<file path="config.mk">
export PLATFORM = sky130hd
export DESIGN_NAME = csa_accum_ctrl_flat
export DESIGN_NICKNAME = d
export VERILOG_FILES = /design/src/rtl/csa_accum_ctrl_if.sv /design/src/rtl/csa_accum_ctrl.sv /design/src/flat_wrapper.sv
export SDC_FILE = /design/constraint.sdc
export NUM_CORES = 1
export LEC_CHECK = 0
export CAP_MARGIN = 10
export CORE_MARGIN = 3
export CORE_UTILIZATION = 30
export DETAILED_ROUTE_END_ITERATION = 10
export PLACE_DENSITY_LB_ADDON = 0.1
export SLEW_MARGIN = 20
export SYNTH_ARGS = -nofsm -noshare
export SYNTH_HDL_FRONTEND = slang
export SYNTH_SLANG_ARGS = --single-unit
</file>
<file path="constraint.sdc">
create_clock -name clk -period 5.66 [get_ports clk]
set_input_delay 1.132 -clock clk [delete_from_list [all_inputs] [get_ports clk]]
set_output_delay 1.132 -clock clk [all_outputs]
set_load 0.02 [all_outputs]
</file>
<file path="src/rtl/csa_accum_ctrl_if.sv">
// Handshake bundle for csa_accum_ctrl: operand stream in, resolved batch result out.
interface csa_accum_ctrl_if #(
  parameter int CNT_W = 8
);
  logic             in_valid;
  logic             in_ready;
  logic [31:0]      in_data;
  logic             in_last;
  logic             out_valid;
  logic             out_ready;
  logic [31:0]      out_sum;
  logic [CNT_W-1:0] out_count;

  // Accumulator side
  modport slave (
    input  in_valid, in_data, in_last, out_ready,
    output in_ready, out_valid, out_sum, out_count
  );

  // Producer/consumer side
  modport master (
    output in_valid, in_data, in_last, out_ready,
    input  in_ready, out_valid, out_sum, out_count
  );
endinterface

</file>
<file path="src/rtl/csa_accum_ctrl.sv">
// Batch accumulator: operands are folded into a carry-save pair (S, C) with one
// 3:2 reduction per beat, so the per-beat path is a single full-adder level.
// The carry-propagate add is deferred to a 4-cycle, 8-bit-per-cycle resolve.
module csa_accum_ctrl #(
  parameter int CNT_W = 8
) (
  input  logic             clk,
  input  logic             clr,
  csa_accum_ctrl_if.slave  bus
);

  typedef enum logic [1:0] {
    IDLE    = 2'd0,
    ACC     = 2'd1,
    RESOLVE = 2'd2,
    DONE    = 2'd3
  } state_t;

  localparam logic [CNT_W-1:0] CNT_MAX = {CNT_W{1'b1}};

  state_t           state_q, state_d;
  logic [31:0]      s_q, s_d;
  logic [31:0]      c_q, c_d;
  logic [31:0]      r_q, r_d;
  logic             cy_q, cy_d;
  logic [1:0]       k_q, k_d;
  logic [CNT_W-1:0] cnt_q, cnt_d;
  // Presented result is kept apart from R/count so it stays frozen while the
  // next batch is being accumulated and resolved.
  logic [31:0]      sum_out_q, sum_out_d;
  logic [CNT_W-1:0] cnt_out_q, cnt_out_d;

  logic             accept;
  logic [8:0]       chunk_sum;
  logic [4:0]       chunk_lsb;

  assign bus.in_ready  = (state_q == IDLE) || (state_q == ACC);
  assign bus.out_valid = (state_q == DONE);
  assign bus.out_sum   = sum_out_q;
  assign bus.out_count = cnt_out_q;
  assign accept        = bus.in_valid && bus.in_ready;
  assign chunk_lsb     = {k_q, 3'b000};

  // Next-state and datapath update for the current FSM state
  always_comb begin
    state_d   = state_q;
    s_d       = s_q;
    c_d       = c_q;
    r_d       = r_q;
    cy_d      = cy_q;
    k_d       = k_q;
    cnt_d     = cnt_q;
    sum_out_d = sum_out_q;
    cnt_out_d = cnt_out_q;
    chunk_sum = 9'd0;

    case (state_q)
      IDLE: begin
        if (accept) begin
          s_d     = bus.in_data;
          c_d     = 32'd0;
          cnt_d   = {{(CNT_W-1){1'b0}}, 1'b1};
          k_d     = 2'd0;
          cy_d    = 1'b0;
          state_d = bus.in_last ? RESOLVE : ACC;
        end
      end
      ACC: begin
        if (accept) begin
          s_d     = s_q ^ c_q ^ bus.in_data;
          // Majority shifted left; the carry out of bit 31 is dropped (mod 2^32).
          c_d     = ((s_q & c_q) | (s_q & bus.in_data) | (c_q & bus.in_data)) << 1;
          cnt_d   = (cnt_q == CNT_MAX) ? cnt_q : cnt_q + 1'b1;
          k_d     = 2'd0;
          cy_d    = 1'b0;
          state_d = bus.in_last ? RESOLVE : ACC;
        end
      end
      RESOLVE: begin
        chunk_sum = {1'b0, s_q[chunk_lsb +: 8]} + {1'b0, c_q[chunk_lsb +: 8]}
                  + {8'd0, cy_q};
        r_d[chunk_lsb +: 8] = chunk_sum[7:0];
        cy_d = chunk_sum[8];
        k_d  = k_q + 2'd1;
        if (k_q == 2'd3) begin
          // Final carry is discarded; publish the resolved result.
          sum_out_d = {chunk_sum[7:0], r_q[23:0]};
          cnt_out_d = cnt_q;
          cy_d      = 1'b0;
          state_d   = DONE;
        end
      end
      DONE: begin
        if (bus.out_ready) begin
          state_d = IDLE;
        end
      end
      default: state_d = IDLE;
    endcase
  end

  // State and datapath registers; clr wins over any handshake in the same cycle
  always_ff @(posedge clk) begin
    if (clr) begin
      state_q   <= IDLE;
      s_q       <= 32'd0;
      c_q       <= 32'd0;
      r_q       <= 32'd0;
      cy_q      <= 1'b0;
      k_q       <= 2'd0;
      cnt_q     <= '0;
      sum_out_q <= 32'd0;
      cnt_out_q <= '0;
    end else begin
      state_q   <= state_d;
      s_q       <= s_d;
      c_q       <= c_d;
      r_q       <= r_d;
      cy_q      <= cy_d;
      k_q       <= k_d;
      cnt_q     <= cnt_d;
      sum_out_q <= sum_out_d;
      cnt_out_q <= cnt_out_d;
    end
  end

endmodule

</file>
<file path="src/flat_wrapper.sv">
// flat-port wrapper written by rule: the top's interface ports become plain ports
module csa_accum_ctrl_flat 
#(
  parameter int CNT_W = 8
)
  (clk, clr, bus_in_valid, bus_in_data, bus_in_last, bus_out_ready, bus_in_ready, bus_out_valid, bus_out_sum, bus_out_count);
  csa_accum_ctrl_if #(.CNT_W(CNT_W)) bus_i ();
  input  logic clk;
  input  logic clr;
  input wire logic [$bits(bus_i.in_valid)-1:0] bus_in_valid;
  input wire logic [$bits(bus_i.in_data)-1:0] bus_in_data;
  input wire logic [$bits(bus_i.in_last)-1:0] bus_in_last;
  input wire logic [$bits(bus_i.out_ready)-1:0] bus_out_ready;
  output wire logic [$bits(bus_i.in_ready)-1:0] bus_in_ready;
  output wire logic [$bits(bus_i.out_valid)-1:0] bus_out_valid;
  output wire logic [$bits(bus_i.out_sum)-1:0] bus_out_sum;
  output wire logic [$bits(bus_i.out_count)-1:0] bus_out_count;
  assign bus_i.in_valid = bus_in_valid;
  assign bus_i.in_data = bus_in_data;
  assign bus_i.in_last = bus_in_last;
  assign bus_i.out_ready = bus_out_ready;
  assign bus_in_ready = bus_i.in_ready;
  assign bus_out_valid = bus_i.out_valid;
  assign bus_out_sum = bus_i.out_sum;
  assign bus_out_count = bus_i.out_count;
  csa_accum_ctrl #(.CNT_W(CNT_W)) u_core (.clk(clk), .clr(clr), .bus(bus_i));
endmodule
</file>
# Yosys cells after proc, flatten, opt, wreduce, memory -nomap -nowiden

Index checks and enable logic that the tools add are counted.

Add/sub/neg operators: 5
Eq/ne operators: 11
Shift-type cells: 4
Multiplexer cells: 21
Bitwise logic cells: 7
Reduce and logical (&&, ||, !) cells: 11

Operators with widths:

| cell                                                                     | number |
|---|---|
| 32-bit two-way mux                                                       | 4 |
| 32-bit one-hot mux with 2 select lines                                   | 2 |
| 31-bit bitwise AND                                                       | 3 |
| 32-bit by 6-bit variable part select with 8-bit output                   | 2 |
| 32-bit XOR                                                               | 2 |
| 31-bit OR                                                                | 2 |
| 32-bit bitwise mux                                                       | 1 |
| 8-bit by 7-bit variable shift with 32-bit output (first input constant)  | 1 |
| 8-bit by 7-bit variable part select with 32-bit output                   | 1 |
| 8-bit two-way mux                                                        | 3 |
| 8-bit one-hot mux with 2 select lines                                    | 1 |
| 2-bit two-way mux                                                        | 5 |
| 8-bit by 8-bit adder with 9-bit output                                   | 1 |
| 9-bit by 1-bit adder with 9-bit output                                   | 1 |
| 8-bit by 1-bit adder with 8-bit output (second input constant)           | 1 |
| 8-bit equality test (second input constant)                              | 1 |
| 2-bit by 1-bit inequality test with 1-bit output (second input constant) | 4 |
| 5-bit negator with 7-bit output                                          | 1 |
| 2-bit equality test (second input constant)                              | 3 |
| 2-bit one-hot mux with 3 select lines                                    | 1 |
| 3-bit AND reduction                                                      | 2 |
| 2-bit inequality test (second input constant)                            | 2 |
| 2-bit one-hot mux with 2 select lines                                    | 1 |
| 2-bit AND reduction                                                      | 2 |
| 10 further kinds                                                         | 12 |

Register bits after elaboration: 149
Input bits: 37
Output and inout bits: 42
Word-level logic and storage cells: 68

# Depth between registers and ports, before layout

Depth in word-level cells: 5
Mapped depth: 11
Gate-level depth less buffers: 10

# Least setup slack after synthesis

No wires, ideal clock.

Kind: register to register
Start: register u_core.k_q[0]
End: register u_core.r_q[6]
Library setup time: 0.128 ns
Data arrival time: 3.041 ns
Data required time: 5.532 ns
Slack: 2.491 ns
Stages on the path, launching flop included: 10
Buffers on the path: 1
Clock period less this slack: 3.169 ns
Cell sequence: dfxtp_1 > buf_2 > mux4_2 > fa_1 > fa_1 > a21o_1 > a221oi_1 > xnor2_1 > a22oi_1 > nor2_1

Cells in the longest elaborated chain, start to end: 5
Elaborated cells between the ends (all ways): 8
Those cells by class: add/sub: 3; shift: 4; mux: 1

RTL lines:

| element                                                | line                  | text |
|---|---|---|
| start, declared                                        | csa_accum_ctrl.sv:26  | `logic [1:0] k_q, k_d;` |
| start signal, assigned                                 | csa_accum_ctrl.sv:120 | `k_q <= k_d;` |
| 32-bit by 6-bit variable part select with 8-bit output | csa_accum_ctrl.sv:80  | `chunk_sum = {1'b0, s_q[chunk_lsb +: 8]} + {1'b0, c_q[chunk_lsb +: 8]}` |
| 8-bit by 8-bit adder with 9-bit output                 | csa_accum_ctrl.sv:80  |  |
| 9-bit by 1-bit adder with 9-bit output                 | csa_accum_ctrl.sv:81  | `+ {8'd0, cy_q};` |
| 8-bit by 7-bit variable part select with 32-bit output | csa_accum_ctrl.sv:82  | `r_d[chunk_lsb +: 8] = chunk_sum[7:0];` |
| 32-bit bitwise mux (*)                                 | csa_accum_ctrl.sv:82  |  |
| end signal, assigned                                   | csa_accum_ctrl.sv:118 | `r_q <= r_d;` |
| end, declared                                          | csa_accum_ctrl.sv:24  | `logic [31:0] r_q, r_d;` |

Mark *: on every way between the ends. The rest lies on a longest branch, timed or not.
A chain may end at the register's enable or synchronous reset.

# Worst setup path in the final report

Ends and elaborated chain as after synthesis.

==> flow_summary.ini <==
[run_status]
outcome = complete, no violations

[synth]
synth_edf_count = 0
syn_nets = 909
netlist_area_sq_mm = 0.007002
synthDominantCellAreaShare_pct = 40.03
synth_seq_cells = 140
synth.distinct_cells = 50
synth_top_cell_by_area = dfxtp_1
yosysSeqAreaShare_pct = 40.03
synthTopCellsByArea = dfxtp_1 (40%), fa_1 (9.1%), nor2_1 (7.9%)
postSynthCellCount = 826
avgSynthCellArea_sq_um = 8.477
synthArstFlopShare_pct = 0
ys.flop_type = dfxtp_1
yosysWarnings = 0

[finish]
drive_above_1_share_pct = 7.735
finalCoreUtilization_pct = 38.01
fin_nets = 962
fillerInstances = 2396
area_delta_synth_final_pct = 23.64
antenna_cells = 0

[global_route]
grt_pass1_wl_um = 30670
grt_max_degree = 99
gr-max-usage-layer = met2
grt_pass1_vias = 5492
overflow = 0
use_met3_pct = 2.844
antenna_found_initial = 0
grtUsageTotal_pct = 15.19
use_met2_pct = 25.09
met1_usage_pct = 20.33

[power_and_ir_drop]
power.internal_mw = 1.743
p_switching_mw = 0.6965
leakage_nw = 3.038
power_switching_share_pct = 28.55
p_per_area_mw_per_mm2 = 281.8
p_seq_share_pct = 42.5
power.share.combinational_pct = 10.3
clkPwrFrac_pct = 47.2
ir_worst_vdd_v = 0.0001655
finalPower_mw = 2.440

[route]
vias_per_cell = 4.642
wirelength_um = 18760
drt_iter0_drc = 288
drtAntennaViolNets = 0
dr.pass1.iters = 7
drc = 0
avgRoutedWirePerCell_um = 15.56
dr_total_vias = 5594

[floorplanning]
die_w_um = 158.8
core_sq_mm = 0.02278
io_pins = 79
dieArea_sq_mm = 0.02521
rows = 55
die_h_um = 158.8
initial_core_util_pct = 30.74

[critical_path]
start_kind = flop
worstPathCellList = buf_4, mux4_2, fa_1, fa_1, a21o_1, a221oi_1, xnor2_1, a22oi_1, nor2_1
cp-end-kind = flop
critPathMaxStageDelay_ps = 640
cp_max_fo = 15
arrival_ps = 3960
cp.required_ps = 5960
crit_top_cell = fa_1
slowest_stage = dfxtp_1
ff2ff_setup_slack_ps = 2000
crit_type = reg2reg

[clock_tree]
cts_tree = yes
cts_hold_buf = 0
h-tree-depth = 4
worst_skew_pair.late_latency_ps = 430
cts_root_buf = clkbuf_16
clk_pin_slew_ps = 70
postCtsSetupBuffers = 0
cts_made_buffers = 17
clock_path_buffers = 2
cts_resized = 0
clock-sinks = 140

[sta]
rsz0062_at_grt = no
clock_skew_ps = 9.744
slew_headroom_pct = 42.13
setup_viol = 0
final_max_slew_viol_count = 0
max_freq_mhz = 273.2
whs_ps = 453.4
tns_ps = 0
hold_violations = 0
finalCritPeriodShare_pct = 64.67
fin_crit_ps = 3660
worst_pin_slew_ps = 866.0

[placement]
gp_congestion = 0.7757
dp_hpwl_um = 12880
portBuffers = 78

[run]
maxCapViolations = 0

[min_path]
min_path_type = reg2reg
[critical path, delay by kind of cell, from the launching register on]
family                     cells  cell delay, ps
buffers and inverters          1             390
DFF                            1             640
muxes                          1             550
AOI/OAI and AO/OA              3             800
adders and majority gates      2             860
xor gates and xnor gates       1             220
and+or+nand+nor                1              50
[kinds of logic after synthesis]
kind of cell | count (synthesis) | synth area share, %
XOR/XNOR | 11 | 1.376
multiplexers | 19 | 5.415
AO/OA/AOI/OAI | 193 | 16.94
buffers and inverters | 148 | 8.184
AND/OR/NAND/NOR | 269 | 16.40
flip-flops | 140 | 40.03
adder cells (fa/ha/maj) | 46 | 11.65
[power by group through the flow]
| stage | Clock (mW) | Combinational (mW) | Sequential (mW) |
|---|---|---|---|
| final | 1.15 | 0.252 | 1.04 |
| after global routing | 1.22 | 0.288 | 1.04 |
| after CTS | 1.18 | 0.254 | 1.04 |
| after detailed placement | 0 | 0.252 | 1.06 |
| after global placement | 0 | 0.251 | 1.06 |
| after floorplan | 0 | 0.179 | 1.04 |
[cells in the final DEF, fill, tap and decap left out, types with 3 or more instances in the layout]
| cell | n |
|---|---|
| nor2_1 | 147 |
| dfxtp_1 | 140 |
| a21oi_1 | 110 |
| inv_1 | 97 |
| nand2_1 | 86 |
| clkdlybuf4s50_1 | 77 |
| a211oi_1 | 32 |
| fa_1 | 32 |
| clkbuf_16 | 17 |
| mux4_2 | 15 |
| a22oi_1 | 14 |
| ha_1 | 14 |
| a22o_1 | 10 |
| xnor2_1 | 7 |
| nor3_1 | 7 |
| buf_4 | 7 |
| o21ai_0 | 6 |
| nand3_1 | 4 |
| and2_1 | 4 |
| a21o_1 | 4 |
| xor2_1 | 4 |
| inv_6 | 4 |
| inv_8 | 4 |
| mux2i_1 | 3 |
| o211ai_1 | 3 |
| clkinv_4 | 3 |
[cells in the mapped netlist (2+ instances only)]
| cell | instances |
|---|---|
| a211oi_1 | 32 |
| a21o_1 | 4 |
| a21oi_1 | 110 |
| a22o_1 | 10 |
| a22oi_1 | 14 |
| a32oi_1 | 2 |
| and2_1 | 4 |
| and4_1 | 2 |
| buf_1 | 2 |
| buf_2 | 11 |
| clkbuf_1 | 37 |
| dfxtp_1 | 140 |
| fa_1 | 32 |
| ha_1 | 14 |
| inv_1 | 97 |
| mux2i_1 | 3 |
| mux4_2 | 15 |
| nand2_1 | 86 |
| nand2_2 | 2 |
| nand2b_1 | 2 |
| nand3_1 | 4 |
| nand3b_1 | 2 |
| nor2_1 | 147 |
| nor2b_1 | 3 |
| nor3_1 | 8 |
| nor4b_4 | 2 |
| o211ai_1 | 3 |
| o21ai_0 | 6 |
| o21bai_1 | 2 |
| xnor2_1 | 7 |
| xor2_1 | 4 |
[registers in the layout (all words and copies together) (netlist names)]
name,cells
u_core.cy_q,1
u_core.r_q,24
u_core.state_q,2
u_core.s_q,32
u_core.cnt_q,8
u_core.bus.out_sum,32
u_core.k_q,2
u_core.bus.out_count,8
u_core.c_q,31
[cell type report]
cell class / count / area (sq um) / share of cell area (%)
clock buffer: 17 / 425.4 / 4.914
multi-input combinational: 538 / 3646 / 42.12
sequential: 140 / 2803 / 32.37
inverter: 97 / 364.1 / 4.206
clock inverter: 15 / 176.4 / 2.038
tap: 313 / 391.6 / 4.524
timing repair buffer: 85 / 850.8 / 9.828
[through the flow]
| step | worst slack, ps | instance area [sq um] | cells |
|---|---|---|---|
| CTS | 1970 | 8630 | 1204 |
| detailed placement | 1974 | 8028 | 1172 |
| global route | 1707 | 8657 | 1205 |
| floorplan | 2491 | 7002 | 826 |
| finish | 2000 | 8657 | 1205 |
| global placement | 2067 | 8028 | 1172 |
[metal layers]
| layer | routed length, um | part of all wire, % |
|---|---|---|
| met5 | 0 | 0 |
| met4 | 222 | 1.2 |
| met3 | 654 | 3.5 |
| met2 | 8938 | 48 |
| met1 | 8939 | 48 |
[final timing paths]
kind,cells past startpoint,startpoint,end
hold reg to reg,2,u_core.bus.out_sum[16],u_core.bus.out_sum[16]
hold / removal,2,u_core.bus.out_sum[16],u_core.bus.out_sum[16]
setup / recovery,9,u_core.k_q[0],u_core.r_q[6]
setup reg to reg,9,u_core.k_q[0],u_core.r_q[6]
Note: power is estimated with default switching activity, not from simulation.
